===== src/rtl/tdm_demux_4to1.sv =====
// Four-slot TDM receive demultiplexer: tracks slot position from a sync strobe and
// emits all channels in parallel per frame. Optional parity beat: TDM_DEMUX_PARITY_EN.
module tdm_demux_4to1 #(
  parameter int unsigned W = 1
`ifdef TDM_DEMUX_PARITY_EN
  , localparam int unsigned SW = 3
`else
  , localparam int unsigned SW = 2
`endif
) (
  input  logic            clk,
  input  logic            rst_n,
  input  logic [W-1:0]    in_data,
  input  logic            in_valid,
  input  logic            in_sync,
  output logic [4*W-1:0]  out_data,
  output logic            out_valid,
  output logic [SW-1:0]   cur_slot,
  output logic            locked,
`ifdef TDM_DEMUX_PARITY_EN
  output logic            sync_err,
  output logic            par_err
`else
  output logic            sync_err
`endif
);

`ifdef TDM_DEMUX_PARITY_EN
  localparam int unsigned NSH = 4;
`else
  localparam int unsigned NSH = 3;
`endif
  // The final slot of a frame is never buffered; it completes the frame directly.
  localparam logic [SW-1:0] LAST_SLOT = SW'(NSH);

  typedef enum logic {HUNT, LOCKED} state_t;

  state_t          state, state_nx;
  logic [SW-1:0]   slot, slot_nx;
  logic [W-1:0]    shadow [NSH];
  logic            wr_en;
  logic [SW-1:0]   wr_idx;
  logic            done, serr;
  logic [4*W-1:0]  frame;
`ifdef TDM_DEMUX_PARITY_EN
  logic            perr;
`endif

  always_comb begin
`ifdef TDM_DEMUX_PARITY_EN
    frame = {shadow[3], shadow[2], shadow[1], shadow[0]};
`else
    frame = {in_data, shadow[2], shadow[1], shadow[0]};
`endif
  end

  always_comb begin
    state_nx = state;
    slot_nx  = slot;
    wr_en    = 1'b0;
    wr_idx   = '0;
    done     = 1'b0;
    serr     = 1'b0;
`ifdef TDM_DEMUX_PARITY_EN
    perr     = 1'b0;
`endif
    unique case (state)
      HUNT: begin
        if (in_valid && in_sync) begin
          state_nx = LOCKED;
          wr_en    = 1'b1;
          slot_nx  = SW'(1);
        end
      end
      LOCKED: begin
        if (in_valid) begin
          if (in_sync && slot != '0) begin
            // Resync: restart the frame on this beat, dropping the partial one.
            serr    = 1'b1;
            wr_en   = 1'b1;
            slot_nx = SW'(1);
          end else if (slot == LAST_SLOT) begin
            slot_nx = '0;
`ifdef TDM_DEMUX_PARITY_EN
            if (in_data[0] == ^frame) done = 1'b1;
            else                      perr = 1'b1;
`else
            done = 1'b1;
`endif
          end else begin
            wr_en   = 1'b1;
            wr_idx  = slot;
            slot_nx = slot + SW'(1);
          end
        end
      end
      default: ;
    endcase
  end

  always_ff @(posedge clk or negedge rst_n) begin
    if (!rst_n) state <= HUNT;
    else        state <= state_nx;
  end

  always_ff @(posedge clk or negedge rst_n) begin
    if (!rst_n) begin
      slot      <= '0;
      out_data  <= '0;
      out_valid <= 1'b0;
      sync_err  <= 1'b0;
`ifdef TDM_DEMUX_PARITY_EN
      par_err   <= 1'b0;
`endif
      for (int unsigned i = 0; i < NSH; i++) shadow[i] <= '0;
    end else begin
      slot      <= slot_nx;
      out_valid <= done;
      sync_err  <= serr;
`ifdef TDM_DEMUX_PARITY_EN
      par_err   <= perr;
`endif
      if (done) out_data <= frame;
      for (int unsigned i = 0; i < NSH; i++)
        if (wr_en && wr_idx == SW'(i)) shadow[i] <= in_data;
    end
  end

  assign cur_slot = slot;
  assign locked   = (state == LOCKED);

endmodule


===== config.mk =====
export PLATFORM = sky130hd
export DESIGN_NAME = tdm_demux_4to1
export DESIGN_NICKNAME = d
export VERILOG_FILES = /design/src/rtl/tdm_demux_4to1.sv
export SDC_FILE = /design/constraint.sdc
export NUM_CORES = 1
export LEC_CHECK = 0
export CELL_PAD_IN_SITES_DETAIL_PLACEMENT = 0
export CELL_PAD_IN_SITES_GLOBAL_PLACEMENT = 1
export CORE_UTILIZATION = 33
export CTS_BUF_LIST = sky130_fd_sc_hd__clkbuf_16
export DETAILED_ROUTE_END_ITERATION = 8
export PLACE_DENSITY = 0.74
export SLEW_MARGIN = 20
export SYNTH_ARGS = -nofsm -noshare
export SYNTH_HDL_FRONTEND = slang
export SYNTH_SLANG_ARGS = --single-unit

===== constraint.sdc =====
create_clock -name clk -period 1.5 [get_ports clk]
set_input_delay 0.15 -clock clk [delete_from_list [all_inputs] [get_ports clk]]
set_output_delay 0.15 -clock clk [all_outputs]
set_load 0.01 [all_outputs]

# After elaboration in Yosys (flattened, before gate mapping)
# Cells that the tools add are included.
# classes
n_reduce_logical	8
n_mux	22
bitwise	1
n_eq_ne	5
add_sub_neg	1
# ops
cell	count
$mux W2	8
$mux W1	12
$logic_and A1 B1 Y1	5
$eq A2 B2 Y1 const B	2
$ne A2 B2 Y1 const B	2
$pmux W2 S2	1
$add A2 B1 Y2 const B	1
$eq A2 B1 Y1 const B	1
$logic_not A2 Y1	1
$pmux W1 S2	1
$reduce_and A2 Y1	1
$reduce_bool A2 Y1	1
$not A1 Y1	1
# totals
regBits	12
elab_cells	45
inputBits	5

# Longest topological paths before layout
# depth
depth_word	7
ltp_mapped	5
ltp_nobuf	5

# Least setup slack after synthesis
# No wires, ideal clock.
# synth_timing
path_kind	register to register
start	register slot[0], in the netlist cur_slot[0]
end	register out_data[0]
path_buffers	0
slack_ps	-54
stages_incl_launch_ff	6
arrival_ps	1429
required_time_ps	1375
cell_sequence	dfrtp_1 -> inv_1 -> ha_1 -> nand2b_1 -> nand3_4 -> mux2_4
# synth_via
elab_chain_len	5
elab_cells_between_ends	7
# synth_lines
item	line_no	text
start, declared	39	logic [SW-1:0] slot, slot_nx;
start signal, assigned	117	slot <= slot_nx;
$eq A2 B2 Y1 or $reduce_bool A2 Y1 (tied branches)	82, 77	
$mux W1 or $logic_and A1 B1 Y1 (tied branches)	82, 77	
$mux W1 (*)	77	if (in_sync && slot != '0) begin
$mux W1 (*)	76	if (in_valid) begin
$mux W1 (*)	67	unique case (state)
end signal, assigned	123	if (done) out_data <= frame;
end, declared	16	output logic [4*W-1:0] out_data,
# Mark *: on every way between the ends. The rest lies on a longest branch, timed or not.
# A chain may end at the register's enable or synchronous reset.

# Final worst setup path
# layout_timing
start	register slot[0], in the netlist cur_slot[0]
end	register shadow, in the netlist frame[0]
# layout_via
elab_chain_len	7
elab_cells_between_ends	13
# layout_lines
item	line_no	text
$eq A2 B2 Y1 or $reduce_bool A2 Y1 (tied branches)	82, 77	
$mux W2 or $logic_and A1 B1 Y1 (tied branches)	82, 77	
$mux W2	77	
$mux W2	76	
$mux W2	67	
$logic_not A2 Y1	125	if (wr_en && wr_idx == SW'(i)) shadow[i] <= in_data;
$logic_and A1 B1 Y1 (*)	125	
end signal, assigned by index	125	
end, declared	40	logic [W-1:0] shadow [NSH];
# Marks and branches as above.

==> flow_summary.ini <==
[sta]
setup_ws_ns = 0.06941
fin_skew_ns = 0.0005761
fin_crit_ns = 1.431
report.final.hold_viol_count = 0
maxSlewViolCount = 0
setup_viol_count_final = 0
finalCritPeriodShare = 0.9537
fmax_mhz = 699.0
slew_headroom = 0.8113
worstMarginPinSlew_ns = 0.2822
whs_ns = 0.1553

[clocking]
cts_root_buf = clkbuf_16
tritoncts = built
h-tree-depth = 1
cts.sinks = 12
path_clk_slew_ns = 0.04
ctsHoldBuffers = 0
clock_path_buffers = 2
clock_latency_ns = 0.24
cts_buffers = 3

[worst_setup_path]
cpPeakStageDelay_ns = 0.42
crit_cells = 5
cp.required_ns = 1.62
reg2reg_depth = 5
arrival_ns = 1.55
cpMaxStageDelayCell = dfrtp_2
crit_family = flip-flops
crit_chain = inv_1, ha_1, nand2_1, a32oi_1, mux2_2
crit_path_start_kind = flop
cp_max_fo = 4
critPathKind = flop to flop
endpoint_kind = flop
path_buf_inv = 1

[detailed_routing]
avgRoutedWirePerCell_um = 12.67
drcViolationCount = 1
first_iter_violations = 10
ant_nets = 0
routed_wl_um = 1102
vias = 437
avgViaCountPerCell = 5.023
drtPass1Iterations = 8

[die]
initial_core_util = 0.3714
io_pins = 14
dieArea_um2 = 1947
rows = 14
die-height_um = 44.13
core_um2 = 1577
die_w_um = 44.13

[finish]
regArea_um2 = 301.5
layout.nets = 81
fin_cells = 87
multi_input_area_um2 = 280.3
diodes = 0
drive_gt1_frac = 0.2958
stdcell_area_um2 = 878.3
fin_util = 0.5571
area_growth_pct = 50.00
fill_cells = 137

[run]
drv_cap = 0

[global_route]
overflow = 0
grt_usage = 0.1399
grt_pass1_wl_um = 1869
grt_max_degree = 8
antenna_found_initial = 0
grt_pass1_vias = 428

[synthesis]
synth.area.mux_share = 0.1603
syn_area_um2 = 585.6
yosysSeqAreaShare = 0.5128
synth_cells = 47
syn_nets = 56
yosysUniqueCellTypes = 19
synth_top_family_by_area = multiplexers
syn_area_per_cell_um2 = 12.46
synth_compound_area_frac = 0.07906
ys_warn_count = 0
yosys.area_share.simple = 0.1368
yosys.area_share.adder = 0.08547
ys_seq_elements = 12
synthXorXnorAreaFrac = 0

[place]
place_inst = 83
io_buffers = 13
place_area_um2 = 789.5
place_ws_ns = 0.02383
dpl.hpwl_um = 770.5
place_congestion = 0.7765

[pwr]
power_frac_clock = 0.290
p_comb_frac = 0.402
p_sw_uw = 469.6
p_per_area_nw_per_um2 = 1914
p_int_uw = 1211
seqPwrFrac = 0.308
leakage_uw = 0.0004213
irDropWorstVdd_mv = 0.9679
p_sw_frac = 0.2794

[run_status]
outcome = finished with violations
violations = DRC

[min_path]
hp-class = input pin to asynchronous set/reset pin
[synthesized netlist by cell type]
library cell | count | area [um^2]
inv_1 | 4 | 15.01
nand3_4 | 1 | 17.52
a32oi_1 | 1 | 8.760
o21ai_0 | 1 | 5.000
mux2_2 | 1 | 11.26
dfrtp_1 | 12 | 300.3
and2_4 | 1 | 8.760
a32o_1 | 1 | 10.01
nor3_1 | 1 | 5.000
nor2_1 | 4 | 15.01
nand4_1 | 2 | 12.51
mux2_4 | 4 | 60.06
mux2_1 | 2 | 22.52
nand2_1 | 4 | 15.01
a21oi_1 | 1 | 5.000
ha_1 | 4 | 50.05
nand2b_1 | 1 | 6.260
o311a_2 | 1 | 11.26
o22ai_1 | 1 | 6.260
[cell type report]
cell class,instances,area share
clock buffers,3,0.08547
clock inverters,1,0.004274
inverters,4,0.01709
multi-input cells,31,0.3191
flip-flops and latches,12,0.3433
well taps,16,0.02279
repair buffers,20,0.2080
[repair_timing]
item | in CTS | in global routing
endpoints found under the setup margin | 0 | 8
gates resized for setup | 0 | 3
setup buffers | 0 | 0
[metal layers]
| layer | vias to the layer above | track usage | wire (um) |
|---|---|---|---|
| li1 | 214 | - | - |
| met1 | 204 | 0.1783 | 493 |
| met2 | 16 | 0.1912 | 518 |
| met3 | 3 | 0.07347 | 68 |
| met4 | 0 | 0.07273 | 21 |
| met5 | - | 0 | 0 |
[cell usage in the layout (no fill, tap or decap)]
cell / count
dfrtp_2: 1
clkinv_1: 1
inv_1: 4
nor2_1: 4
and2_4: 1
ha_2: 1
mux2_1: 2
mux2_4: 4
clkdlybuf4s50_1: 13
nand2b_4: 1
nand2_1: 4
nand4_1: 2
ha_1: 3
nor3_1: 1
o22ai_1: 1
dfrtp_1: 11
clkbuf_16: 3
a21oi_1: 1
o21ai_0: 1
a32o_1: 1
o311a_2: 1
buf_4: 7
mux2_2: 1
nand3_4: 1
a32oi_1: 1
[path summary, 6_finish.rpt]
kind / startpoint / end / slack [ns]
max: cur_slot[0] / frame[0] / 0.07
min: rst_n / out_data[2] / 0.16
max reg2reg: cur_slot[0] / frame[0] / 0.07
min reg2reg: frame[2] / frame[2] / 0.49
max in group asynchronous: rst_n / sync_err / 0.95
min in group clk: frame[2] / frame[2] / 0.49
[cell families after synthesis]
kind of cell             Yosys count
buffers and inverters              4
flip-flops                        12
AO/OA/AOI/OAI                      6
AND/OR/NAND/NOR                   14
multiplexers                       7
adder cells (fa/ha/maj)            4
[power by group through the flow]
stage | Combinational [uW] | Clock (uW) | Sequential, uW
2_1_floorplan | 311 | 0 | 564
3_3_place_gp | 658 | 0 | 522
3_5_place_dp | 655 | 0 | 525
4_1_cts | 659 | 499 | 521
5_1_grt | 742 | 520 | 537
6_report | 676 | 487 | 518
[flip-flops by register name, summed over array words and instances, names as in the netlist]
register   flops
sync_err       1
frame          3
out_valid      1
locked         1
out_data       4
cur_slot       2
[per-stage QoR]
| stage | total power (uW) | TNS (ns) |
|---|---|---|
| 2_1_floorplan | 875.1 | 0 |
| 5_1_grt | 1799 | -0.008050 |
| 3_3_place_gp | 1179 | 0 |
| 6_report | 1681 | 0 |
| 4_1_cts | 1679 | 0 |
| 3_5_place_dp | 1180 | 0 |
No activity file was read; power rests on OpenSTA's default activity.
